**config.mk**
```make
export PLATFORM = sky130hd
export DESIGN_NAME = rj_frame_feeder
export DESIGN_NICKNAME = d
export VERILOG_FILES = /design/src/rtl/common.sv /design/src/rtl/rj_frame_feeder.sv
export SDC_FILE = /design/constraint.sdc
export NUM_CORES = 1
export LEC_CHECK = 0
export CAP_MARGIN = 25
export CORE_MARGIN = 2
export CORE_UTILIZATION = 60
export DETAILED_ROUTE_END_ITERATION = 16
export PLACE_DENSITY = 0.93
export SETUP_SLACK_MARGIN = 0.4
export SLEW_MARGIN = 10
export SYNTH_ARGS = -nofsm -noshare
export SYNTH_HDL_FRONTEND = slang
export SYNTH_SLANG_ARGS = --single-unit
```
**constraint.sdc**
```tcl
create_clock -name clk -period 4.5 [get_ports clk]
set_input_delay 0.9 -clock clk [delete_from_list [all_inputs] [get_ports clk]]
set_output_delay 0.9 -clock clk [all_outputs]
set_load 0.01 [all_outputs]
```
**src/rtl/common.sv**
```systemverilog
// Constants shared across the audio path.
package common;
   localparam int unsigned I2S_BITS = 32;
endpackage

```
**src/rtl/rj_frame_feeder.sv**
```systemverilog
// Buffers stereo words in a small FIFO and issues one word per RJ frame (start strobe every 2*I2S_BITS clks).
// Build option: define RJ_FEEDER_REPEAT_EN to repeat the last popped word on underrun instead of muting.
module rj_frame_feeder #(
   parameter int unsigned I2S_BITS    = common::I2S_BITS,
   parameter int unsigned FIFO_DEPTH  = 4,
   parameter int unsigned PRIME_LEVEL = 2
) (
   input  logic                          clk,
   input  logic                          rst_n,
   input  logic                          enable,
   input  logic [2*I2S_BITS-1:0]         s_data,
   input  logic                          s_valid,
   output logic                          s_ready,
   output logic [2*I2S_BITS-1:0]         data,
   output logic                          start,
   output logic                          underrun,
   output logic [$clog2(FIFO_DEPTH):0]   level
);

   localparam int unsigned WW = 2 * I2S_BITS;
   localparam int unsigned AW = $clog2(FIFO_DEPTH);
   localparam int unsigned LW = AW + 1;
   localparam int unsigned CW = $clog2(WW);

   localparam logic [CW-1:0] CNT_LAST  = CW'(WW - 1);
   localparam logic [LW-1:0] LVL_FULL  = LW'(FIFO_DEPTH);
   localparam logic [LW-1:0] LVL_PRIME = LW'(PRIME_LEVEL);

   typedef enum logic [1:0] {
      IDLE,
      PRIME,
      RUN
   } state_t;

   state_t        state;
   logic [WW-1:0] mem [FIFO_DEPTH];
   logic [AW-1:0] wr_ptr;
   logic [AW-1:0] rd_ptr;
   logic [CW-1:0] frame_cnt;
   logic          push;
   logic          boundary;
   logic          pop;

   // boundary marks the edge that raises start, so start lines up with frame_cnt == 0
   always_comb begin
      s_ready  = (state != IDLE) && (level < LVL_FULL);
      push     = s_valid && s_ready;
      boundary = 1'b0;
      if (enable) begin
         unique case (state)
            PRIME:   boundary = (level >= LVL_PRIME);
            RUN:     boundary = (frame_cnt == CNT_LAST);
            default: boundary = 1'b0;
         endcase
      end
      pop = boundary && (level != '0);
   end

   always_ff @(posedge clk) begin
      if (push) begin
         mem[wr_ptr] <= s_data;
      end
   end

   always_ff @(posedge clk or negedge rst_n) begin
      if (!rst_n) begin
         state     <= IDLE;
         wr_ptr    <= '0;
         rd_ptr    <= '0;
         level     <= '0;
         frame_cnt <= '0;
         data      <= '0;
         start     <= 1'b0;
         underrun  <= 1'b0;
      end else if (!enable) begin
         state     <= IDLE;
         wr_ptr    <= '0;
         rd_ptr    <= '0;
         level     <= '0;
         frame_cnt <= '0;
         data      <= '0;
         start     <= 1'b0;
         underrun  <= 1'b0;
      end else begin
         start    <= boundary;
         underrun <= boundary && (level == '0);

         if (push) begin
            wr_ptr <= wr_ptr + 1'b1;
         end

         if (pop) begin
            rd_ptr <= rd_ptr + 1'b1;
            data   <= mem[rd_ptr];
         end else if (boundary) begin
`ifdef RJ_FEEDER_REPEAT_EN
            data <= data;
`else
            data <= '0;
`endif
         end

         case ({push, pop})
            2'b10:   level <= level + 1'b1;
            2'b01:   level <= level - 1'b1;
            default: level <= level;
         endcase

         case (state)
            IDLE: begin
               state <= PRIME;
            end
            PRIME: begin
               if (level >= LVL_PRIME) begin
                  state     <= RUN;
                  frame_cnt <= '0;
               end
            end
            RUN: begin
               frame_cnt <= (frame_cnt == CNT_LAST) ? '0 : frame_cnt + 1'b1;
            end
            default: begin
               state <= IDLE;
            end
         endcase
      end
   end

endmodule

```
==> summary.txt, run 1 <==
Outcome
  • Run status: complete, no violations

Worst setup path
  • Worst Path Arrival: 2.11 ns
  • Slowest cell on the critical path: clkdlybuf4s50_1
  • Critical path class: reg -> out
  • Worst Setup SP: state[0]
  • Worst EP required: ~3.6 ns
  • Critical R2R Launch: state[0]
  • Critical Path Source Type: register
  • CP Max Fanout: 6
  • Worst Setup End Kind: output pin
  • Crit-path cells: inv_1 -> ha_1 -> nor2_1 -> clkdlybuf4s50_1
  • CP bufs+invs: 2
  • CP max stage delay: ~0.63 ns
  • Critical path's top delay family: buffers and inverters

Routing
  • Via density: 6.101
  • DR iter-0 viols: about 520
  • DR DRC count: 0
  • Vias post-DR: approximately 6,300
  • Post-route antenna net violation count: 0
  • Pre-antenna DRT Iters: 6
  • Detailed Route WL: 24.74 mm
  • Routed WL per cell: 23.95 µm

Timing
  • Final setup violating endpoints: 0
  • Hold Slack: 0.4186 ns
  • Final hold vios: 0
  • RSZ-0062 raised after global routing: false
  • Setup total negative slack: 0 ns
  • Slew HR: 0.3275
  • Final worst path period need: 3.010 ns
  • Slew at the pin with the worst max-slew slack: 1.009 ns
  • Period utilization: 0.6689
  • Maximum clock rate: approximately 330 MHz
  • Final WS setup: approximately 1.5 ns
  • Slew Viols, Final: 0
  • Worst-case clock skew: 0.01403 ns

Clocking
  • Postcts setup bufs: 0
  • Hold-fix buffers, CTS: 0
  • Clk sinks: 337
  • H-tree lvl count: 2
  • CTS tree: yes
  • Clock Path Buffers: 3
  • Post-cts sizing count: 0
  • Clock root buffer master: clkbuf_16
  • Inserted Clock Buffers: 34
  • Clk_lat worst skew: 0.50 ns
  • Clock slew at reported path FFs: 0.06 ns

Logic synthesis
  • Post-synth EDFFs: ~260
  • Post-synth top area share: 0.6136
  • Top-count cell post-synth: edfxtp_1
  • Largest area contributor in the netlist: edfxtp_1
  • Mapped Cells: 591
  • Mapped cell area: 0.01253 mm²
  • Synth Register Bits: roughly 340
  • Synth async-reset ratio: 0.2404
  • Library cells used by synthesis: 44
  • Synth warn: 0
  • Synth Net Count: 669
  • Main area contributors after synthesis: edfxtp_1 (61%), dfrtp_1 (16%), mux4_2 (12%)
  • Seq/Total Area, Yosys: 0.7754
  • Syn Area/Cell: approximately 21 µm²
  • Top cells by count, synth: edfxtp_1 (256), dfrtp_1 (81), a22o_1 (64), mux4_2 (64), buf_2 (16)
  • Main flop type after synthesis: edfxtp_1

Layout
  • Non-Filler Instances: 1,033
  • Final nets: 816
  • Fill count: 1,046
  • Antenna fix cells: 0
  • Syn-to-layout area delta: 22.14%
  • Layout cells sized above 1: 0.1809

Job
  • Max-Cap Viols: 0

Power
  • Leak Pwr: 5.317 nW
  • Clock power frac: 0.417
  • Worst VDD drop: 0.3612 mV
  • Sequential share of power: 0.539
  • Sw Ratio: 0.1992
  • Logic gate share of total power: 0.044
  • Int Power: slightly above 5 mW
  • Power density over the cells: about 420 mW/mm²
  • Sw power: 1.276 mW

Hold path
  • Hold crit path type: in -> async

Floorplan
  • Die ar.: about 0.022 mm²
  • # IOs: 138
  • Die width: 148.5 µm
  • Chip height: 148.5 µm
  • Starting Density: 0.6152
  • Row Count: 52
  • Core area: 0.02036 mm²

Placement
  • GPL Wtd Cong: 0.7623
  • DP Wirelength: 14.02 mm
  • Placed Cells incl. Taps: 969
  • Input/output buffers: between 100 and 150
  • Pre-CTS WS: between 1 and 1.5 ns

Global routing
  • GRT Total Usage: 0.2318
  • Grt ovf: 0
  • First-pass GRT wire length: 38.53 mm
  • Largest net degree at the start of global routing: 67
  • Initial antenna violation count: 1
  • Vias in the first global route: ~6,900
cell type report:
type                            instances  area, µm²  area share
Sequential cell                       337       9722      0.6353
Multi-Input combinational cell        216       2660      0.1738
Timing Repair Buffer                  145       1499     0.09796
Clock buffer                           48      974.7     0.06370
Tap cell                              270      337.8     0.02208
Clock inverter                         13      93.84    0.006132
Inverter                                4      15.01   0.0009812
power groups by stage:
stage	Combinational, mW	Sequential [mW]	Clock (mW)
after floorplan	0.123	3.51	0
after global placement	0.259	3.51	0
after detailed placement	0.278	3.51	0
after CTS	0.279	3.45	2.72
after global routing	0.305	3.45	2.83
final	0.283	3.45	2.67
layout by cell type, fill, tap and decap left out, types with 2 or more instances in the layout:
master and n:
edfxtp_1 256, clkdlybuf4s50_1 136, dfrtp_1 79, mux4_2 64
a22o_1 64, clkbuf_16 35, nand2_1 14, ha_1 9
clkbuf_1 8, clkinv_2 7, nor2_1 5, clkbuf_8 5
inv_1 4, nand3_1 4, and3_4 4, a21oi_1 4
mux2i_1 4, nand2b_1 4, o21ai_0 4, buf_4 4
buf_12 4, a21boi_0 3, xnor2_1 3, nor2b_1 3
clkinv_1 3, nor3_1 2, and2_1 2, a22oi_1 2
inv_6 2, dfrtp_4 2
worst register-to-register path: stages (launching register included):
cell and delay (ns):
dfrtp_1 0.41, inv_1 0.13, ha_1 0.39, nand3_1 0.16, o31a_1 0.39, nor2_4 0.50
buf_12 0.32, a22o_1 0.23
per-layer routing:
layer | GRT usage | part of all wire | up-vias
met5 | 0 | 0.00053 | -
met4 | 0.06905 | 0.021 | 2
met3 | 0.05153 | 0.071 | 64
met2 | 0.3762 | 0.50 | 267
met1 | 0.3242 | 0.41 | 3256
li1 | - | - | 2713
registers in the layout (all words and copies together), names as in the netlist:
| signal | cells |
|---|---|
| data | 64 |
| frame_cnt | 6 |
| level | 3 |
| mem | 256 |
| rd_ptr | 2 |
| start | 1 |
| state | 2 |
| underrun | 1 |
| wr_ptr | 2 |
stage by stage:
step | instance area [µm²] | util | total power [mW]
after detailed placement | 14170 | 0.6956 | 3.792
after global routing | 15300 | 0.7514 | 6.584
after floorplan | 12530 | - | 3.633
after global placement | 14170 | 0.6956 | 3.766
final | 15300 | 0.7514 | 6.404
after CTS | 15230 | 0.7481 | 6.446
path summary, 6_finish.rpt:
check | to | slack [ns] | depth (start not counted)
max | s_ready | 1.49 | 4
min | data[30] | 0.42 | 1
max reg2reg | data[13] | 1.90 | 7
min reg2reg | data[15] | 0.51 | 1
max in group asynchronous | data[32] | 3.13 | 2
min in group clk | data[15] | 0.51 | 1
cells by family (layout without fill, tap and decap cells):
family / count (synthesis) / count (layout) / share of synthesized area
DFF: 337 / 337 / 0.7754
AOI/OAI and AO/OA: 85 / 85 / 0.05613
muxes: 68 / 68 / 0.1182
and+or+nand+nor: 49 / 49 / 0.02147
buffers and inverters: 38 / 210 / 0.01538
adders and majority gates: 10 / 10 / 0.01059
xor gates and xnor gates: 4 / 4 / 0.002797
Power figures use the tool's default switching activity.
==> run 2, diff against run 1 <==
CORE_UTILIZATION = 56   (was 60)
PLACE_DENSITY = 0.88   (was 0.93)
clock period = 3 ns   (was 4.5 ns; I/O delays follow)
==> summary.txt, run 2 (same netlist as run 1, synthesis figures left out) <==
Outcome
  • Run status: complete, no violations (unchanged)

Clocking
  • Hold-fix buffers, CTS: 0 (unchanged)
  • Inserted Clock Buffers: 31 (was 34)
  • Clock Path Buffers: 3 (unchanged)
  • Clock root buffer master: clkbuf_16 (unchanged)
  • H-tree lvl count: 1 (was 2)
  • Clock slew at reported path FFs: 0.07 ns (was 0.06 ns)
  • Clk sinks: 337 (unchanged)
  • CTS tree: yes (unchanged)
  • Clk_lat worst skew: 0.56 ns (was 0.50 ns)

Placement
  • DP Wirelength: 14.78 mm (was 14.02 mm)
  • Input/output buffers: 137 (unchanged)
  • GPL Wtd Cong: 0.8332 (was 0.7623)

Worst setup path
  • Flop-to-flop setup slack: 0.52 ns (was 1.90 ns)
  • Critical path depth: 4 (unchanged)
  • Worst R2R End: data[25] (was data[13])
  • Crit-path cells: inv_1 -> ha_1 -> nor2_4 -> clkdlybuf4s50_1 (was inv_1 -> ha_1 -> nor2_1 -> clkdlybuf4s50_1)
  • CP Max Fanout: 3 (was 6)
  • Worst Path Arrival: 1.92 ns (was 2.11 ns)
  • R2R cell count: 7 (unchanged)
  • Slowest cell on the critical path: clkdlybuf4s50_1 (unchanged)
  • CP bufs+invs: 2 (unchanged)
  • Critical Path Source Type: register (unchanged)
  • Critical path's top delay family: buffers and inverters (unchanged)
  • Critical R2R Launch: state[0] (unchanged)
  • CP max stage delay: 0.54 ns (was 0.63 ns)
  • Worst EP required: 2.40 ns (was 3.60 ns)
  • Critical path class: reg -> out (unchanged)
  • Worst Setup End Kind: output pin (unchanged)

Power
  • Worst VDD drop: 0.4384 mV (was 0.3612 mV)
  • Clock power frac: 0.416 (was 0.417)
  • Sw Ratio: 0.2032 (was 0.1992)
  • Logic gate share of total power: 0.045 (was 0.044)
  • Tot Pwr: 9.602 mW (was 6.404 mW)
  • Sequential share of power: 0.539 (about the same)
  • Power density over the cells: 624.0 mW/mm² (was 418.5 mW/mm²)
  • Leak Pwr: 5.328 nW (was 5.317 nW)
  • Sw power: 1.951 mW (was 1.276 mW)
  • Int Power: 7.651 mW (was 5.128 mW)

Routing
  • Pre-antenna DRT Iters: 4 (was 6)
  • Via density: 6.179 (was 6.101)
  • DR iter-0 viols: 623 (was 518)
  • Post-route antenna net violation count: 0 (unchanged)
  • Detailed Route WL: 26.17 mm (was 24.74 mm)
  • DR DRC count: 0 (unchanged)
  • Vias post-DR: 6,476 (was 6,302)
  • Routed WL per cell: 24.97 µm (was 23.95 µm)

Floorplan
  • Starting Density: 0.5723 (was 0.6152)
  • Die ar.: 0.02358 mm² (was 0.02205 mm²)
  • Die width: 153.6 µm (was 148.5 µm)
  • # IOs: 138 (unchanged)
  • Row Count: 54 (was 52)
  • Chip height: 153.6 µm (was 148.5 µm)
  • Core area: 0.02189 mm² (was 0.02036 mm²)

Timing
  • Final worst path period need: 2.524 ns
  • Period utilization: 0.8413
  • Slew HR: 0.3509 (was 0.3275)
  • RSZ-0062 raised after global routing: false (unchanged)
  • Final setup violating endpoints: 0 (unchanged)
  • Slew at the pin with the worst max-slew slack: 0.9737 ns (was 1.009 ns)
  • Maximum clock rate: 396.2 MHz
  • Worst-case clock skew: 0.01924 ns (was 0.01403 ns)
  • Final hold vios: 0 (unchanged)
  • Setup total negative slack: 0 ns (unchanged)
  • Slew Viols, Final: 0 (unchanged)

Global routing
  • Vias in the first global route: 6,932 (was 6,867)
  • Grt ovf: 0 (unchanged)
  • First-pass GRT wire length: 40.93 mm (was 38.53 mm)
  • Initial antenna violation count: 3 (was 1)
  • GRT Total Usage: 0.2278 (was 0.2318)
  • Largest net degree at the start of global routing: 67 (unchanged)

Layout
  • Syn-to-layout area delta: 22.82% (was 22.14%)
  • Area of the multi-input gates: 0.002668 mm² (was 0.002660 mm²)
  • Most common cell after layout, fill and taps aside: edfxtp_1 (unchanged)
  • FF/Latch Area: 0.009722 mm² (unchanged)
  • Largest regs: mem x256, data x64, frame_cnt x6 (unchanged)
  • Commonest cells after routing, fill and taps aside: edfxtp_1 (256), clkdlybuf4s50_1 (136), dfrtp_1 (79), mux4_2 (64), a22o_1 (64) (unchanged)
  • Flip-flop count of the largest register after layout: 256 (unchanged)
  • Fill count: 1,271 (was 1,046)
  • Top reg by flops: mem (unchanged)
  • Final nets: 818 (was 816)
  • Layout cells sized above 1: 0.1935 (was 0.1809)

Hold path
  • Hold crit path type: in -> async (unchanged)

Job
  • Max-Cap Viols: 0 (unchanged)
[run 2: changes by cell type in the layout (fill, tap and decap cells not counted), moves of 2 or more]
cell,before,now
clkbuf_1,8,3
buf_12,4,8
clkbuf_16,35,31
clkinvlp_4,0,4
clkinv_4,0,3
diode_2,0,3
buf_4,4,6
bufinv_16,1,3
clkinv_1,3,1
[run 2: stage by stage]
stage          utilization  worst slack (ns)  instance area [µm²]  std cells  hold slack [ns]
2_1_floorplan            -            0.7903                12530        591           0.3044
3_3_place_gp        0.6535            0.6934                14310        986           0.4888
3_5_place_dp        0.6535            0.5971                14310        986           0.4918
4_1_cts             0.7022            0.4035                15370       1044           0.1143
5_1_grt             0.7026            0.4164                15380       1045           0.1480
6_report            0.7029            0.4761                15390       1048          0.09737
[run 2: power groups by stage]
stage	Clock, mW	Sequential [mW]	Combinational (mW)
after floorplan	0	5.26	0.185
after global placement	0	5.26	0.406
after detailed placement	0	5.27	0.428
after CTS	4.04	5.17	0.436
after global routing	4.21	5.18	0.472
final	3.99	5.17	0.436
[run 2: worst max-delay path by stage]
stage               startpoint         end
floorplan             state[0]   mem[0][0]
global placement       s_valid  mem[1][23]
detailed placement    state[0]    data[44]
CTS                   state[0]     s_ready
global route          state[0]    data[44]
finish                state[0]     s_ready
[run 2: final cells by class]
cell class / count / area share
Timing Repair Buffer: 150 / 0.1018
Clock buffer: 40 / 0.05651
Clock inverter: 18 / 0.01228
Sequential cell: 337 / 0.6318
Inverter: 4 / 0.0009758
Tap cell: 280 / 0.02277
Antenna cell: 3 / 0.0004879
Multi-Input combinational cell: 216 / 0.1734
[run 2: timing repair]
item | 4_1_cts | 5_1_grt
endpoints found under the setup margin | 1 | 1
hold endpoints to repair | 0 | 0
gates resized for setup | 2 | 0
pin swaps | 0 | 1
buffers inserted | 0 | 1
[run 2: metal layers]
layer  vias to the layer above  track usage  wire [µm]
met3                        43      0.05101       2007
met1                      3395       0.3156      10390
met4                         2      0.07208        516
met5                         -            0         13
li1                       2732            -          -
met2                       304       0.3693      13240
